## src/rtl/prim_diff_ping_sched.sv

```systemverilog
// prim_diff_ping_sched
//
// Round-robin ping scheduler for a bank of differential alert channels.
// After an idle wait it requests a ping on one channel and gives that
// channel a bounded window to acknowledge. It then moves on to the next
// channel, whether or not the acknowledge arrived.
//
// Ports
//   clk_i          block clock, rising edge
//   rst_ni         asynchronous active-low reset
//   en_i           scheduler enable (level)
//   wait_cyc_i     idle cycles between pings, sampled on entry to WAIT
//   timeout_cyc_i  response window, sampled on entry to PING
//   ping_ok_i      per-channel ping acknowledge pulses
//   sigint_i       per-channel signal-integrity flags
//   ping_req_o     one-hot ping request, held for the whole PING phase
//   ping_fail_o    one-cycle pulse, the pinged channel timed out
//   spurious_o     one-cycle pulse, an acknowledge arrived unexpectedly
//   integ_fail_o   registered sigint_i, masked by en_i
//   ch_idx_o       channel currently pinged, or the next one to be pinged
//   busy_o         high whenever the scheduler is not idle
module prim_diff_ping_sched #(
  parameter int NumCh    = 4,
  parameter int WaitW    = 16,
  parameter int TimeoutW = 8
) (
  input  logic                     clk_i,
  input  logic                     rst_ni,
  input  logic                     en_i,
  input  logic [WaitW-1:0]         wait_cyc_i,
  input  logic [TimeoutW-1:0]      timeout_cyc_i,
  input  logic [NumCh-1:0]         ping_ok_i,
  input  logic [NumCh-1:0]         sigint_i,
  output logic [NumCh-1:0]         ping_req_o,
  output logic [NumCh-1:0]         ping_fail_o,
  output logic [NumCh-1:0]         spurious_o,
  output logic [NumCh-1:0]         integ_fail_o,
  output logic [$clog2(NumCh)-1:0] ch_idx_o,
  output logic                     busy_o
);

  localparam int IdxW = $clog2(NumCh);
  // A single counter serves both phases, so it is sized for the wider one.
  localparam int CntW = (WaitW > TimeoutW) ? WaitW : TimeoutW;

  typedef enum logic [1:0] {
    StIdle,
    StWait,
    StPing
  } state_e;

  state_e            state_q, state_d;
  logic [CntW-1:0]   cnt_q, cnt_d;
  logic [IdxW-1:0]   idx_q, idx_d;
  logic [NumCh-1:0]  pingFail_q, pingFail_d;
  logic [NumCh-1:0]  spur_q, spur_d;
  logic [NumCh-1:0]  integ_q, integ_d;

  logic [NumCh-1:0]  sel;
  logic [IdxW-1:0]   idxInc;

  // One-hot decode of the current channel and its modulo-NumCh successor.
  // NumCh need not be a power of two, so the wrap is explicit.
  always_comb begin
    sel    = NumCh'(1) << idx_q;
    idxInc = (idx_q == IdxW'(NumCh - 1)) ? '0 : idx_q + IdxW'(1);
  end

  // Next-state logic for the IDLE/WAIT/PING scheduler. Dropping the enable
  // overrides everything else. It parks the FSM in IDLE and leaves the
  // counter and channel index untouched, so the rotation resumes where it
  // stopped. An acknowledge is checked before the timeout, so an ack that
  // lands on the last window cycle still counts as a success.
  always_comb begin
    state_d    = state_q;
    cnt_d      = cnt_q;
    idx_d      = idx_q;
    pingFail_d = '0;

    if (!en_i) begin
      state_d = StIdle;
    end else begin
      unique case (state_q)
        StIdle: begin
          state_d = StWait;
          cnt_d   = CntW'(wait_cyc_i);
        end
        StWait: begin
          if (cnt_q == '0) begin
            state_d = StPing;
            cnt_d   = CntW'(timeout_cyc_i);
          end else begin
            cnt_d = cnt_q - CntW'(1);
          end
        end
        StPing: begin
          if ((ping_ok_i & sel) != '0) begin
            state_d = StWait;
            cnt_d   = CntW'(wait_cyc_i);
            idx_d   = idxInc;
          end else if (cnt_q == '0) begin
            state_d    = StWait;
            cnt_d      = CntW'(wait_cyc_i);
            idx_d      = idxInc;
            pingFail_d = sel;
          end else begin
            cnt_d = cnt_q - CntW'(1);
          end
        end
        default: state_d = StIdle;
      endcase
    end
  end

  // Event flags for the next cycle. During PING, only an acknowledge from a
  // channel other than the pinged one is unexpected. In any other state,
  // every acknowledge is unexpected while the scheduler is enabled.
  always_comb begin
    if (state_q == StPing) begin
      spur_d = ping_ok_i & ~sel;
    end else begin
      spur_d = en_i ? ping_ok_i : '0;
    end
    integ_d = sigint_i & {NumCh{en_i}};
  end

  // State, counter and registered output flags.
  always_ff @(posedge clk_i or negedge rst_ni) begin
    if (!rst_ni) begin
      state_q    <= StIdle;
      cnt_q      <= '0;
      idx_q      <= '0;
      pingFail_q <= '0;
      spur_q     <= '0;
      integ_q    <= '0;
    end else begin
      state_q    <= state_d;
      cnt_q      <= cnt_d;
      idx_q      <= idx_d;
      pingFail_q <= pingFail_d;
      spur_q     <= spur_d;
      integ_q    <= integ_d;
    end
  end

  // The ping request is decoded from registered state only. It therefore
  // drops as soon as reset asserts or the FSM leaves PING.
  assign ping_req_o   = (state_q == StPing) ? sel : '0;
  assign ping_fail_o  = pingFail_q;
  assign spurious_o   = spur_q;
  assign integ_fail_o = integ_q;
  assign ch_idx_o     = idx_q;
  assign busy_o       = (state_q != StIdle);

endmodule

```

## config.mk

```make
export PLATFORM = sky130hd
export DESIGN_NAME = prim_diff_ping_sched
export DESIGN_NICKNAME = d
export VERILOG_FILES = /design/src/rtl/prim_diff_ping_sched.sv
export SDC_FILE = /design/constraint.sdc
export NUM_CORES = 1
export LEC_CHECK = 0
export BUFFER_PORTS_ARGS = -buffer_cell sky130_fd_sc_hd__clkbuf_2
export CAP_MARGIN = 0
export CORE_MARGIN = 2
export CORE_UTILIZATION = 39
export DETAILED_ROUTE_END_ITERATION = 7
export SLEW_MARGIN = 20
export SYNTH_ARGS = -nofsm -noshare
export SYNTH_HDL_FRONTEND = slang
export SYNTH_SLANG_ARGS = --single-unit
```

## constraint.sdc

```tcl
create_clock -name clk_i -period 3.7 [get_ports clk_i]
set_input_delay 0.555 -clock clk_i [delete_from_list [all_inputs] [get_ports clk_i]]
set_output_delay 0.555 -clock clk_i [all_outputs]
set_load 0.05 [all_outputs]
```

[Word-level counts from Yosys, hierarchy flattened]
Index checks and enable logic that the tools add are counted.
W data, S select, Z words.
Word-level totals
  register bits: 32
  input port bits: 35
  output and inout bits: 19
Cells by class
  $add $sub $neg: 2
  eq/ne operators: 5
  shifts and indexed selects: 1
  multiplexer cells: 19
  bitwise operators: 4
  reduce and logical (&&, ||, !) cells: 9
Operators by type and width (count)
  $mux W16: 3
  $pmux W16 S3: 1
  $mux W4: 7
  $logic_not A16 Y1: 1
  $sub A16 B1 Y16 const B: 1
  $mux W2: 7
  $and A4 B4 Y4: 3
  $pmux W2 S3: 1
  $eq A2 B2 Y1 const B: 2
  $ne A4 B4 Y1 const B: 1
  $not A4 Y4: 1
  $reduce_and A2 Y1: 2
  $reduce_bool A2 Y1: 2
  $reduce_bool A4 Y1: 1
  $shl A1 B2 Y4 const A: 1
  $ne A3 B3 Y1 const B: 1
  $reduce_and A3 Y1: 1
  $reduce_bool A3 Y1: 1
  $add A2 B1 Y2 const B: 1
  $eq A2 B1 Y1 const B: 1
  $logic_not A2 Y1: 1

[Depth between registers and ports, before layout]
  word-level depth: 6
  gate-level depth with buffers: 9

[Worst setup path after synthesis]
Ideal clock, no wire load.
  kind: reg-to-reg
  start point: register idx_q[0] (netlist: ch_idx_o[0])
  end point: register cnt_q[14]
  library setup time: 69 ps
  arrival time: 2314 ps
  data required time: 3631 ps
  setup slack: 1318 ps
  stages on the path, launching flop included: 10
  period minus slack after synthesis: 2382 ps
  cells stage by stage: dfrtp_1 > inv_1 > ha_1 > a22o_1 > nor3_4 > o22ai_2 > buf_6 > nor4_1 > nand2_1 > nand3_1
On the way
  cells in the longest elaborated chain, start to end: 5
Ends and longest elaborated chain
  from (decl): RTL line 54  | logic [IdxW-1:0] idx_q, idx_d;
  from (signal assigned): RTL line 139  | idx_q <= idx_d;
  $shl A1 B2 Y4: RTL line 65  | sel = NumCh'(1) << idx_q;
  $and A4 B4 Y4: RTL line 97  | if ((ping_ok_i & sel) != '0) begin
  $reduce_bool A4 Y1: RTL line 97
  $mux W16: RTL line 97
  $pmux W16 S3: RTL line 83  | unique case (state_q)
  to (signal assigned): RTL line 138  | cnt_q <= cnt_d;
  to (decl): RTL line 53  | logic [CntW-1:0] cnt_q, cnt_d;
Every way passes these cells.
A chain may end at the register's enable or synchronous reset.

[Final worst setup path]
  start point: register idx_q[0] (netlist: ch_idx_o[0])
  end point: register cnt_q[13]
The elaborated chain is that of the path after synthesis.

==> metrics.cfg <==
[synthesis]
avgSynthCellArea_um2 = 9.381
yosys_warnings = 0
synth-main-ff-cell = dfrtp_1
synth-edff-count = 0
yosysSeqAreaShare_pct = 38.28
async_flop_share_pct = 100.0
synth_cells = 223
yosysUniqueCellTypes = 59
syn_nets = 269
ys_seq_elements = 32
syn_area_mm2 = 0.002092

[floorplanning]
dieArea_mm2 = 0.005966
start_util_pct = 40.70
core_area_mm2 = 0.005140
die_h_um = 77.24
fp-row-count = 26
pin_count = 54
die_x_um = 77.24

[global_routing]
antenna_found_initial = 0
grt_max_degree = 33
grt_pass1_wl_um = 8921
track_usage_pct = 18.84
overflow = 0
grt_pass1_vias = 1830

[hold_path]
min_path_type = primary input to asynchronous set/reset pin

[final_layout]
drive_gt1_share_pct = 31.05
fill_cells = 518
fin_nets = 322
seqCellArea_um2 = 800.8
final_area_mm2 = 0.002507
syn_to_final_growth_pct = 19.86
multiInputGateArea_mm2 = 0.001209
final_cells = 347
diodes = 0

[sta]
finalSetupViolations = 0
final.min_clock_period_ps = 2396
drv_slew = 0
tns_ps = 0
worst_slew_pin_slew_ps = 811.8
period_share_pct = 64.75
hold_viol = 0
fin_skew_ps = 5.176
relSlewSlack_pct = 45.88
max_clock_freq_ghz = 0.4174
rsz0062_at_grt = no

[routing]
via_count = 1836
drt-initial-drc-count = 126
wl_per_cell_um = 15.06
antenna_left = 0
first_pass_iters = 4
drt-vias-per-instance = 5.291
drt_wl_total_um = 5227
drc_errors = 0

[clocking]
numCtsBuffers = 5
cts-root-buf = clkbuf_8
clk_pin_slew_ps = 70
cts_buffer_depth = 2
clock_sinks = 32
ctsResizeCount = 0
tritoncts = yes
cts.htree.levels = 2
hold_buffers = 0
clkLatencyLatePin_ps = 280
cts_setup_buffers = 0

[critical_path]
reg2reg_to = cnt_q[13]$_DFFE_PN0P_
cpMostUsedCell = inv_1
r2r_start = ch_idx_o[0]$_DFFE_PN0P_
critical_path_required_ps = 3880
cp_max_fo = 11
end_kind = register
rr_worst_depth = 8
reg2reg_setup_slack_ps = 1300
critPathLaunchType = register
slowest_delay_ps = 420
crit_buf_inv = 2
critical-path-top-delay-family = compound AO/OA/AOI/OAI gates
worstPathArrival_ps = 2580
critical_path_class = register to register
setup.worst_path.start = ch_idx_o[0]$_DFFE_PN0P_
slowest_stage = dfrtp_1
cp_cell_sequence = inv_1, ha_1, a22o_1, nor3_4, o22ai_2, nor3_1, inv_1, o311ai_1

[pwr]
switchingPower_mw = 0.9078
p_sw_share_pct = 48.14
clockPowerShare_pct = 14.8
ir_drop_mv = 0.4845
power_mw = 1.886
pwr-share-comb_pct = 53.0
p_leak_nw = 1.185
p_int_mw = 0.9781
seqPwrFrac_pct = 32.2
powerDensity_mw_per_mm2 = 752.1

[place]
portBuffers = 53
dpl_cell_area_mm2 = 0.002415
place_congestion = 0.8216
dpl.hpwl_um = 3793
placedCellCount = 339

[flow_run]
maxCapViolations = 0

[run_status]
status = complete, no violations

layout make-up:
cell class	count	area share (%)
flip-flops and latches	32	31.94
well taps	70	3.493
repair buffers	54	10.88
clock inverters	2	0.3992
clock buffers	6	3.293
inverters	12	1.796
multi-input cells	171	48.20
worst register-to-register path: stages, from the launching register on:
cell,delay (ps)
dfrtp_1,420
inv_1,80
ha_1,240
a22o_1,270
nor3_4,330
o22ai_2,280
nor3_1,360
inv_1,80
o311ai_1,220
per-stage QoR:
step	hold WS [ps]	worst slack (ps)	utilization, %
2_1_floorplan	259.4	1318	-
3_3_place_gp	546.6	1387	46.98
3_5_place_dp	546.7	1324	46.98
4_1_cts	373.5	1303	48.78
5_1_grt	415.5	1098	48.78
6_report	351.2	1304	48.78
routing by layer:
| layer | track usage [%] | wire (um) | up-vias |
|---|---|---|---|
| met2 | 29.04 | 2417 | 52 |
| li1 | - | - | 920 |
| met5 | 0 | 0 | - |
| met3 | 3.647 | 277 | 4 |
| met1 | 26.43 | 2486 | 860 |
| met4 | 6.429 | 46 | 0 |
state kept, by name, summed over array words and instances, names as in the netlist:
signal        count
cnt_q            16
spurious_o        4
ch_idx_o          2
state_q           2
integ_fail_o      4
ping_fail_o       4
power groups by stage:
stage	Combinational [mW]	Sequential (mW)	Clock (mW)
5_1_grt	1.11	0.631	0.306
3_5_place_dp	0.996	0.611	0
3_3_place_gp	0.992	0.610	0
2_1_floorplan	0.718	0.651	0
6_report	0.999	0.608	0.278
4_1_cts	1.00	0.605	0.290
layout by cell type, fill, tap and decap left out, types with 5 or more instances in the layout:
master	count
a21oi_1	9
and2_1	13
clkbuf_2	53
clkbuf_8	6
dfrtp_1	32
ha_1	11
inv_1	11
nand2_1	24
nand3_1	5
nor2_1	17
nor3_1	7
o21ai_0	12
cell families (layout without fill, tap and decap cells):
group                      Yosys count  after routing  synth area share (%)
and+or+nand+nor                     92             92                 25.36
AOI/OAI and AO/OA                   60             60                 22.13
DFF                                 32             32                 38.28
buffers and inverters               20             74                 3.947
adders and majority gates           11             11                 6.579
xor gates and xnor gates             5              5                 2.094
muxes                                3              3                 1.615
cells in the mapped netlist, types with 3 or more instances:
master	instances	area, um2
inv_1	11	41.29
nor3_1	7	35.03
a221oi_1	3	26.28
clkbuf_1	7	26.28
o211ai_1	3	22.52
dfrtp_1	32	800.8
xnor2_1	3	26.28
a31o_2	3	26.28
ha_1	11	137.6
nor2_1	17	63.81
and4_1	4	35.03
mux2_2	3	33.78
a21oi_1	9	45.04
and2_1	13	81.33
nand3_1	5	25.02
o21ai_0	12	60.06
o22ai_1	4	25.02
nand2_1	24	90.09
worst max path at each step:
stage	end	slack [ps]	cells after the start
6_report	cnt_q[13]$_DFFE_PN0P_	1300	8
5_1_grt	cnt_q[13]$_DFFE_PN0P_	1100	8
4_1_cts	cnt_q[13]$_DFFE_PN0P_	1300	8
3_5_place_dp	cnt_q[13]$_DFFE_PN0P_	1320	8
3_3_place_gp	cnt_q[13]$_DFFE_PN0P_	1390	8
2_1_floorplan	cnt_q[14]$_DFFE_PN0P_	1320	9
(Power assumes the default switching activity.)
